**src/rtl/bin_morph_pkg.sv**
```systemverilog
// Shared types and constants for the binary morphology filter.
package bin_morph_pkg;

  typedef enum logic {
    DILATE = 1'b0,
    ERODE  = 1'b1
  } morph_mode_t;

  // Pipeline latency from input timing to output timing.
  localparam int unsigned LAT = 3;

  // Identity element of the reduction: 0 for OR (dilate), 1 for AND (erode).
  function automatic logic neutral(morph_mode_t m);
    return (m == ERODE);
  endfunction

endpackage

```
**src/rtl/bin_morph_if.sv**
```systemverilog
// 1-bit video stream: sync timing plus a binary pixel.
interface bin_morph_if;
  logic hs;
  logic vs;
  logic de;
  logic data;

  modport master (output hs, vs, de, data);
  modport slave  (input  hs, vs, de, data);
endinterface

```
**src/rtl/line_buf_bin.sv**
```systemverilog
// Line history RAM: one word per column, bit n holds the pixel from n+1 lines ago.
module line_buf_bin #(
  parameter int unsigned DEPTH = 480,
  parameter int unsigned LINES = 2,
  parameter int unsigned AW    = $clog2(DEPTH)
) (
  input  logic             clk,
  input  logic             we,
  input  logic [AW-1:0]    addr,
  input  logic             din,
  output logic [LINES-1:0] dout
);

  logic [LINES-1:0] mem [DEPTH];
  logic [LINES-1:0] word;

  assign word = mem[addr];

  // Registered read of the old word; a write pushes every line one step deeper.
  always_ff @(posedge clk) begin
    dout <= word;
    if (we) begin
      mem[addr] <= {word[LINES-2:0], din};
    end
  end

endmodule

```
**src/rtl/bin_morph.sv**
```systemverilog
// KxK binary dilate/erode with trailing window anchor and neutral out-of-frame taps.
module bin_morph
  import bin_morph_pkg::*;
#(
  parameter int unsigned H_ACTIVE = 480,
  parameter int unsigned KSIZE    = 3
) (
  input  logic        clk,
  input  logic        rst_n,
  input  logic        mode,
  bin_morph_if.slave  vin,
  bin_morph_if.master vout
);

  localparam int unsigned CW    = $clog2(H_ACTIVE + 1);
  localparam int unsigned AW    = $clog2(H_ACTIVE);
  localparam int unsigned RW    = $clog2(KSIZE);
  localparam int unsigned LINES = KSIZE - 1;

  if (KSIZE != 3 && KSIZE != 5) begin : g_bad_ksize
    $error("bin_morph: KSIZE must be 3 or 5");
  end

  logic          vs_p_q, de_p_q, frame_ok_q;
  morph_mode_t   active_q;
  logic [CW-1:0] col_q, col_d, col;
  logic [RW-1:0] row_q, row_d;
  logic          vs_rise, de_rise, de_fall, oversize, ok_now, lb_we;
  logic [AW-1:0] lb_addr;
  logic [LINES-1:0] lb_rd;

  logic          d1, ovs1, ovs2;
  logic [CW-1:0] col1, col2;
  logic [RW-1:0] row1, row2;
  morph_mode_t   mode1, mode2;
  logic [KSIZE-1:0][KSIZE-1:0] win_q;
  logic [KSIZE-1:0] col_vec;
  logic          data3, red, nv, tap, masked;
  logic [LAT-1:0] hs_sr, vs_sr, de_sr, ok_sr;

  // Edge detect, counter next state and line-buffer port.
  always_comb begin
    vs_rise  = vin.vs & ~vs_p_q;
    de_rise  = vin.de & ~de_p_q;
    de_fall  = ~vin.de & de_p_q;
    col      = de_rise ? '0 : col_q;
    oversize = (col >= CW'(H_ACTIVE));
    lb_we    = vin.de & ~oversize;
    lb_addr  = oversize ? '0 : col[AW-1:0];
    ok_now   = frame_ok_q | vs_rise;
    col_d    = col;
    if (lb_we) begin
      col_d = col + CW'(1);
    end
    row_d = row_q;
    if (vs_rise) begin
      row_d = '0;
    end else if (de_fall && row_q != RW'(KSIZE - 1)) begin
      row_d = row_q + RW'(1);
    end
  end

  // Counters, edge history, frame_ok and the frame-start mode latch.
  always_ff @(posedge clk or negedge rst_n) begin
    if (!rst_n) begin
      vs_p_q     <= 1'b0;
      de_p_q     <= 1'b0;
      frame_ok_q <= 1'b0;
      active_q   <= DILATE;
      col_q      <= '0;
      row_q      <= '0;
    end else begin
      vs_p_q     <= vin.vs;
      de_p_q     <= vin.de;
      frame_ok_q <= ok_now;
      col_q      <= col_d;
      row_q      <= row_d;
      if (vs_rise) begin
        active_q <= morph_mode_t'(mode);
      end
    end
  end

  line_buf_bin #(
    .DEPTH (H_ACTIVE),
    .LINES (LINES),
    .AW    (AW)
  ) u_line_buf (
    .clk  (clk),
    .we   (lb_we),
    .addr (lb_addr),
    .din  (vin.data),
    .dout (lb_rd)
  );

  // Column of taps entering the window: current pixel at row offset 0.
  assign col_vec = {lb_rd, d1};

  // Three-stage pixel pipeline alongside the sync delay line.
  always_ff @(posedge clk or negedge rst_n) begin
    if (!rst_n) begin
      hs_sr <= '0;
      vs_sr <= '0;
      de_sr <= '0;
      ok_sr <= '0;
      d1    <= 1'b0;
      ovs1  <= 1'b0;
      col1  <= '0;
      row1  <= '0;
      mode1 <= DILATE;
      ovs2  <= 1'b0;
      col2  <= '0;
      row2  <= '0;
      mode2 <= DILATE;
      win_q <= '0;
      data3 <= 1'b0;
    end else begin
      hs_sr <= {hs_sr[LAT-2:0], vin.hs};
      vs_sr <= {vs_sr[LAT-2:0], vin.vs};
      de_sr <= {de_sr[LAT-2:0], vin.de};
      ok_sr <= {ok_sr[LAT-2:0], ok_now};
      d1    <= vin.data & vin.de;
      ovs1  <= oversize;
      col1  <= col;
      row1  <= row_q;
      mode1 <= active_q;
      ovs2  <= ovs1;
      col2  <= col1;
      row2  <= row1;
      mode2 <= mode1;
      if (de_sr[0]) begin
        for (int i = 0; i < int'(KSIZE); i++) begin
          win_q[i] <= {win_q[i][KSIZE-2:0], col_vec[i]};
        end
      end
      data3 <= red & de_sr[1];
    end
  end

  // Force out-of-frame taps to the neutral value, then OR/AND-reduce the window.
  always_comb begin
    nv     = neutral(mode2);
    red    = nv;
    tap    = nv;
    masked = 1'b0;
    for (int i = 0; i < int'(KSIZE); i++) begin
      for (int j = 0; j < int'(KSIZE); j++) begin
        masked = (int'(row2) < i) || (int'(col2) < j) || (ovs2 && (i != 0 || j != 0));
        tap    = masked ? nv : win_q[i][j];
        red    = (mode2 == ERODE) ? (red & tap) : (red | tap);
      end
    end
  end

  assign vout.hs   = hs_sr[LAT-1] & ok_sr[LAT-1];
  assign vout.vs   = vs_sr[LAT-1] & ok_sr[LAT-1];
  assign vout.de   = de_sr[LAT-1] & ok_sr[LAT-1];
  assign vout.data = data3 & ok_sr[LAT-1];

endmodule
```
**src/flat_wrapper.sv**
```systemverilog
// flat-port wrapper written by rule: the top's interface ports become plain ports
module bin_morph_flat import bin_morph_pkg::*;
#(
  parameter int unsigned H_ACTIVE = 480,
  parameter int unsigned KSIZE    = 3
)
  (clk, rst_n, mode, vin_hs, vin_vs, vin_de, vin_data, vout_hs, vout_vs, vout_de, vout_data);
  bin_morph_if vin_i ();
  bin_morph_if vout_i ();
  input  logic clk;
  input  logic rst_n;
  input  logic mode;
  input wire logic [$bits(vin_i.hs)-1:0] vin_hs;
  input wire logic [$bits(vin_i.vs)-1:0] vin_vs;
  input wire logic [$bits(vin_i.de)-1:0] vin_de;
  input wire logic [$bits(vin_i.data)-1:0] vin_data;
  output wire logic [$bits(vout_i.hs)-1:0] vout_hs;
  output wire logic [$bits(vout_i.vs)-1:0] vout_vs;
  output wire logic [$bits(vout_i.de)-1:0] vout_de;
  output wire logic [$bits(vout_i.data)-1:0] vout_data;
  assign vin_i.hs = vin_hs;
  assign vin_i.vs = vin_vs;
  assign vin_i.de = vin_de;
  assign vin_i.data = vin_data;
  assign vout_hs = vout_i.hs;
  assign vout_vs = vout_i.vs;
  assign vout_de = vout_i.de;
  assign vout_data = vout_i.data;
  bin_morph #(.H_ACTIVE(H_ACTIVE), .KSIZE(KSIZE)) u_core (.clk(clk), .rst_n(rst_n), .mode(mode), .vin(vin_i), .vout(vout_i));
endmodule
```
**config.mk**
```make
export PLATFORM = sky130hd
export DESIGN_NAME = bin_morph_flat
export DESIGN_NICKNAME = d
export VERILOG_FILES = /design/src/rtl/bin_morph_pkg.sv /design/src/rtl/bin_morph_if.sv /design/src/rtl/line_buf_bin.sv /design/src/rtl/bin_morph.sv /design/src/flat_wrapper.sv
export SDC_FILE = /design/constraint.sdc
export NUM_CORES = 1
export LEC_CHECK = 0
export ABC_AREA = 1
export CORE_ASPECT_RATIO = 0.6
export CORE_MARGIN = 3
export CORE_UTILIZATION = 35
export CTS_CLUSTER_SIZE = 10
export DETAILED_ROUTE_END_ITERATION = 10
export PLACE_DENSITY_LB_ADDON = 0.25
export SYNTH_ARGS = -nofsm -noshare
export SYNTH_HDL_FRONTEND = slang
export SYNTH_HIERARCHICAL = 1
export SYNTH_SLANG_ARGS = --single-unit
```
**constraint.sdc**
```tcl
create_clock -name clk -period 19.8 [get_ports clk]
set_clock_uncertainty 0.15 [all_clocks]
set_input_delay 4.95 -clock clk [delete_from_list [all_inputs] [get_ports clk]]
set_output_delay 4.95 -clock clk [all_outputs]
set_load 0.01 [all_outputs]
```
==> results of run 1 <==
## critical path, stage by stage
cell and delay [ns]:
clkdlybuf4s50_1 0.57, inv_1 0.17, nor2_4 0.08, nor2_2 0.22, nand3_2 0.13, inv_2 0.21
nor2_4 0.11, inv_8 0.46, buf_4 0.79, buf_4 0.80, nand2_1 0.10, nand2_1 0.10
nand2_1 0.05, nand2_1 0.10, nand2_1 0.05, nand2_1 0.07, nor2_1 0.07, nor2_1 0.45
nor2_1 0.22, nand2_1 0.11, nand2_1 0.05, nand2_1 0.11, nor2_1 0.07, nand2_4 0.53
buf_4 0.64, buf_12 0.53
## cell usage in the layout (no fill, tap or decap), types with 6 or more instances in the layout
cell and instances:
a21oi_1 12, inv_2 11, xor2_1 7, buf_4 47, clkdlybuf4s50_1 8, nand3_1 66
nand2_2 7, nand2_4 10, nand2_1 2327, a22oi_1 28, nor2_1 648, nor2_2 6
nor3_1 8, inv_1 75, edfxtp_1 960, nor2_4 7, dfrtp_1 61, clkbuf_16 116
o21ai_0 20, clkbuf_1 26
## sequential cells by signal, summed over array words and instances, names as in the netlist, 3 cells and up
signal and cells:
u_core/col_q 9, u_core/col2 9, u_core/de_sr 3, u_core/col1 9
u_core/hs_sr 3, u_core/ok_sr 3, u_core/u_line_buf/mem 960, u_core/vs_sr 3
u_core/win_q 9
## area by class of cell
cell class                      count  area (um2)  area share
Tap cell                         1683        2110      0.0431
Sequential cell                  1023       30400       0.623
Multi-Input combinational cell   3164       12400       0.254
Clock buffer                      142        3000      0.0615
Inverter                           88         345     0.00708
Antenna cell                        1        2.50   0.0000513
Clock inverter                      3        26.3    0.000538
Timing Repair Buffer               61         533      0.0109
## metrics by stage
stage	utilization	cells	setup WS (ns)	instance area, um2
4_1_cts	0.392	6164	7.96	48800
3_5_place_dp	0.367	6019	7.24	45800
6_report	0.392	6165	7.60	48800
5_1_grt	0.392	6165	7.21	48800
3_3_place_gp	0.367	6019	7.35	45800
2_1_floorplan	-	4527	5.87	44100
## cell families (layout without fill, tap and decap cells)
| kind of cell | count (synthesis) | count (layout) | synth area share |
|---|---|---|---|
| AO/OA/AOI/OAI | 68 | 68 | 0.00969 |
| XOR/XNOR | 7 | 7 | 0.00139 |
| buffers and inverters | 340 | 294 | 0.0328 |
| adder cells (fa/ha/maj) | 3 | 3 | 0.000850 |
| other | 0 | 1 | 0 |
| AND/OR/NAND/NOR | 3086 | 3086 | 0.267 |
| flip-flops | 1023 | 1023 | 0.689 |
## power breakdown
group	total (mW)	internal, mW	switching, mW
clock	1.85	1.04	0.811
combinational	1.25	0.268	0.985
sequential	2.61	2.59	0.0113
## layer usage
| layer | vias to the layer above | track usage | wire [um] |
|---|---|---|---|
| met3 | 145 | 0.0430 | 11300 |
| met1 | 14900 | 0.296 | 61100 |
| li1 | 14400 | - | - |
| met4 | 0 | 0.0427 | 2020 |
| met2 | 1188 | 0.266 | 50000 |
| met5 | - | 0 | 0 |
## worst min path at each step
stage | from | slack [ns] | depth (start not counted) | end
final | u_core/col1[0]$_DFF_PN0_ | 0.20 | 0 | u_core/col2[0]$_DFF_PN0_
after global routing | u_core/hs_sr[1]$_DFF_PN0_ | 0.21 | 0 | u_core/hs_sr[2]$_DFF_PN0_
after CTS | u_core/col1[6]$_DFF_PN0_ | 0.20 | 0 | u_core/col2[6]$_DFF_PN0_
after detailed placement | u_core/col1[6]$_DFF_PN0_ | 0.18 | 0 | u_core/col2[6]$_DFF_PN0_
after global placement | u_core/vs_sr[1]$_DFF_PN0_ | 0.18 | 0 | u_core/vs_sr[2]$_DFF_PN0_
after floorplan | u_core/col1[0]$_DFF_PN0_ | 0.18 | 0 | u_core/col2[0]$_DFF_PN0_
==> flow_summary.toml, run 1 <==
[drt]
routed-via-count = 30600
drtIter0Drc = 3536
postRouteAntennaNets = 0
remaining_drc_errors = 0
vias_per_cell = 4.97
dr.pass1.iters = 6
wl_per_cell_um = 20.2
wirelength_um = 124000

[timing]
layout_min_cycle_time_ns = 12.20
slew_violations = 0
period_share = 0.616
setup_viol = 0
slew-limit-headroom = 0.213
rsz0062_at_grt = "no"
setup_tns_ns = 0
tightest_slew_ns = 1.18
hold_slack_ns = 0.196
fmax_mhz = 81.9
hold_violations = 0

[worst_setup_path]
critPathCaptureType = "flip-flop"
reg2reg_to = "u_core/u_line_buf/mem[6][1]$_DFFE_PP_"
cp-start-kind = "primary input"
crit_path_max_fanout = 205
crit_type = "in2reg"
endpoint = "u_core/u_line_buf/mem[6][1]$_DFFE_PP_"
worstReg2RegStart = "u_core/de_sr[0]$_DFF_PN0_"
worstRegToRegCells = 26
startpoint = "vin_de"
r2r_slack_ns = 11.69
required_ns = 19.99
crit_arrival_ns = 12.39

[global_routing]
grt.overflow.total = 0
grt_max_degree = 206
grt_pass1_wl_um = 188000
grt.total_usage = 0.190
grt_pass1_vias = 29000
antenna_found_initial = 2

[run]
cap_violations = 0

[pwr]
powerDensity_nw_per_um2 = 117
finalPower_mw = 5.71
leakagePower_nw = 19.1
ir_drop_mv = 0.146

[cts]
cts_tree = "built"
cts_resized = 0
cts_htree_levels = 3
cts_buffer_depth = 3
insertion_delay_ns = 0.70
cts_sinks = 1023
postCtsHoldBufs = 0
post_cts_buffers = 0
clkTransAtPathRegs_ns = 0.05
cts_made_buffers = 112
cts-root-buf = "clkbuf_16"

[synthesis]
synth_top_area_share = 0.653
ys_seq_area_frac = 0.689
synthCells = 4527
ys_ff_latch = 1023
synth.distinct_cells = 35
syn_area_per_cell_um2 = 9.75
synth.most_common_cell = "nand2_1"
syn_nets = 4537
async_reset_ff_frac = 0.0596
yosysTopAreaCell = "edfxtp_1"
synth-main-ff-cell = "edfxtp_1"
yosys_warnings = 6
synth_edf_count = 960
synthTopCellsByCount = "nand2_1, edfxtp_1, nor2_1"
netlist_area_um2 = 44100
ys_top_cells_by_area = "edfxtp_1, nand2_1, nor2_1"

[status]
status = "finished, final reports clean"

[min_path]
hp-class = "reg2reg"

[final_layout]
layout.nets = 4460
drive_above_1_share = 0.0489
nFillCells = 12400
syn_to_final_growth_pct = 10.6

[floorplanning]
die_w_um = 464
fp.dieArea_um2 = 131000
fp-row-count = 100
die_h_um = 281
io_pins = 11
core_um2 = 125000
initial_utilization = 0.354

[placed_design]
numPortBuffers = 10
hpwlAfterDp_um = 65800
place_congestion = 0.808
Note: power is estimated with default switching activity, not from simulation.
==> run 2: changes to the inputs <==
- clock period: 19.8 -> 9.8 ns (I/O delays scaled with it)
==> run 2 against run 1 <==
Compared with the run above: via count up 0.32%; utilization up 0.15 points; first-iteration DRC count up 2.1%; routed wire length up 0.73%; cell count up 0.42%; combinational power up 110%; worst hold slack worse by 0.0073 ns; sequential power up 100%; design area up 0.38%; critical path type unchanged; critical endpoint is now u_core/u_line_buf/mem[198][1]$_DFFE_PP_; largest cell class unchanged; highest routed layer unchanged.
==> flow_summary.toml, run 2 (same netlist as run 1, synthesis figures left out) <==
[cts]
cts_tree = "built"
post_cts_buffers = 0
cts_made_buffers = 112
postCtsHoldBufs = 0
clkTransAtPathRegs_ns = 0.06
cts_htree_levels = 3
cts_resized = 0
cts-root-buf = "clkbuf_16"
cts_buffer_depth = 3
insertion_delay_ns = 0.72
cts_sinks = 1023

[status]
status = "finished, final reports clean"

[drt]
wl_per_cell_um = 20.2
remaining_drc_errors = 0
drtIter0Drc = 3612
postRouteAntennaNets = 0
vias_per_cell = 4.96
dr.pass1.iters = 5
wirelength_um = 125000
routed-via-count = 30700

[final_layout]
multi_input_area_um2 = 12400
largest_reg_flops = 960
seqCellArea_um2 = 30400
syn_to_final_growth_pct = 11.0
nFillCells = 12300
regMostFlops = "u_core/u_line_buf/mem"
drive_above_1_share = 0.0521
final_cell_mix = "nand2_1, edfxtp_1, nor2_1"
final_common_cell = "nand2_1"
layout.nets = 4475

[global_routing]
grt.total_usage = 0.191
grt_pass1_vias = 29000
antenna_found_initial = 2
grt.overflow.total = 0
grt_max_degree = 212
grt_pass1_wl_um = 188000

[worst_setup_path]
crit_type = "in2reg"
critPathBufInv = 6
cp-start-kind = "primary input"
slowest_stage = "clkdlybuf4s50_1"
required_ns = 10.04
critPathTopFamily = "simple AND/OR/NAND/NOR gates"
crit_arrival_ns = 7.79
path_cells = "clkdlybuf4s50_1 -> inv_1 -> nor2_4 -> nor2_2 -> nand3_2 -> inv_2 -> nor3_1 -> nor2_4 -> buf_4 -> buf_4 -> nand2_1 -> nand2_1 -> nor2_1 -> nor2_1 -> nor2_1 -> nand2_1 -> nand2_1 -> nand2_1 -> nor2_1 -> nand2_8 -> buf_4"
r2r_slack_ns = 3.83
critPathMostFrequentCell = "nand2_1"
slowest_delay_ns = 0.63
critPathCaptureType = "flip-flop"
crit_path_max_fanout = 103

[pwr]
powerDensity_nw_per_um2 = 237
leakagePower_nw = 19.1
ir_drop_mv = 0.197

[timing]
setup_tns_ns = 0
setup_viol = 0
period_share = 0.771
tightest_slew_ns = 1.16
setup_slack_ns = 2.25
layout_min_cycle_time_ns = 7.55
rsz0062_at_grt = "no"
fmax_mhz = 132
slew-limit-headroom = 0.228
slew_violations = 0
hold_slack_ns = 0.188
hold_violations = 0

[placed_design]
hpwlAfterDp_um = 68600
numPortBuffers = 10
place_congestion = 0.807
dp_slack_ns = 1.59

[floorplanning]
fp.dieArea_um2 = 131000
die_h_um = 281
initial_utilization = 0.354
die_w_um = 464
io_pins = 11
fp-row-count = 100
core_um2 = 125000

[min_path]
hp-class = "reg2reg"

[run]
cap_violations = 0
## run 2: changes by cell type in the layout (fill, tap and decap cells not counted), sizes merged
| cell | change |
|---|---|
| clkbuf | +6 |
| buf | +15 |
| inv | +2 |
| clkinv | +3 |
## run 2: worst register-to-register path, stage by stage, from the launching register on
cell and delay [ns]:
dfrtp_1 0.72, inv_2 0.20, nand2_4 0.14, nand2_4 0.08, nor2_4 0.09, nand3_2 0.09
inv_2 0.19, nor2_4 0.09, inv_8 0.63, buf_4 0.67, nand2_1 0.10, nand2_1 0.09
nand2_1 0.06, nand2_1 0.08, nand2_1 0.04, nand2_1 0.09, nor2_1 0.07, nor2_1 0.47
nor2_1 0.18, nand2_1 0.10, nand2_1 0.07, nand2_1 0.09, nor2_1 0.10, nand2_8 0.56
buf_4 0.56
## run 2: layout make-up
class	instances	area share
multi-input combinational	3164	0.253
clock inverter	8	0.00189
timing repair buffer	76	0.0150
sequential	1023	0.620
tap	1683	0.0430
antenna	1	0.0000511
clock buffer	148	0.0600
inverter	88	0.00705
## run 2: worst paths after layout
kind,start,end,depth (start not counted)
worst max-delay path,vin_de,u_core/u_line_buf/mem[198][1]$_DFFE_PP_,21
worst min-delay path,u_core/row1[0]$_DFF_PN0_,u_core/row2[0]$_DFF_PN0_,0
worst max register to register,u_core/de_sr[0]$_DFF_PN0_,u_core/u_line_buf/mem[198][1]$_DFFE_PP_,24
worst min register to register,u_core/row1[0]$_DFF_PN0_,u_core/row2[0]$_DFF_PN0_,0
max in group asynchronous,rst_n,u_core/hs_sr[1]$_DFF_PN0_,2
min in group asynchronous,rst_n,u_core/col_q[4]$_DFF_PN0_,2
## run 2: per-stage QoR
step / utilization / instance area, um2 / power, mW / std cells
6_report: 0.393 / 49000 / 11.6 / 6191
5_1_grt: 0.393 / 49000 / 12.2 / 6191
4_1_cts: 0.393 / 49000 / 11.7 / 6190
3_5_place_dp: 0.369 / 46000 / 7.95 / 6034
3_3_place_gp: 0.369 / 46000 / 7.94 / 6034
2_1_floorplan: - / 44100 / 7.05 / 4527
## run 2: power by group
part	total [mW]	leakage (nW)	internal (mW)	switching (mW)
registers	5.25	9.46	5.23	0.0204
clock network	3.73	1.47	2.06	1.67
logic	2.63	8.19	0.585	2.04
## run 2: layer usage
layer	vias to the layer above	wire length, um	track usage
li1	14500	-	-
met1	14900	61200	0.300
met2	1221	49300	0.259
met3	177	12500	0.0475
met4	0	2460	0.0471
met5	-	0	0
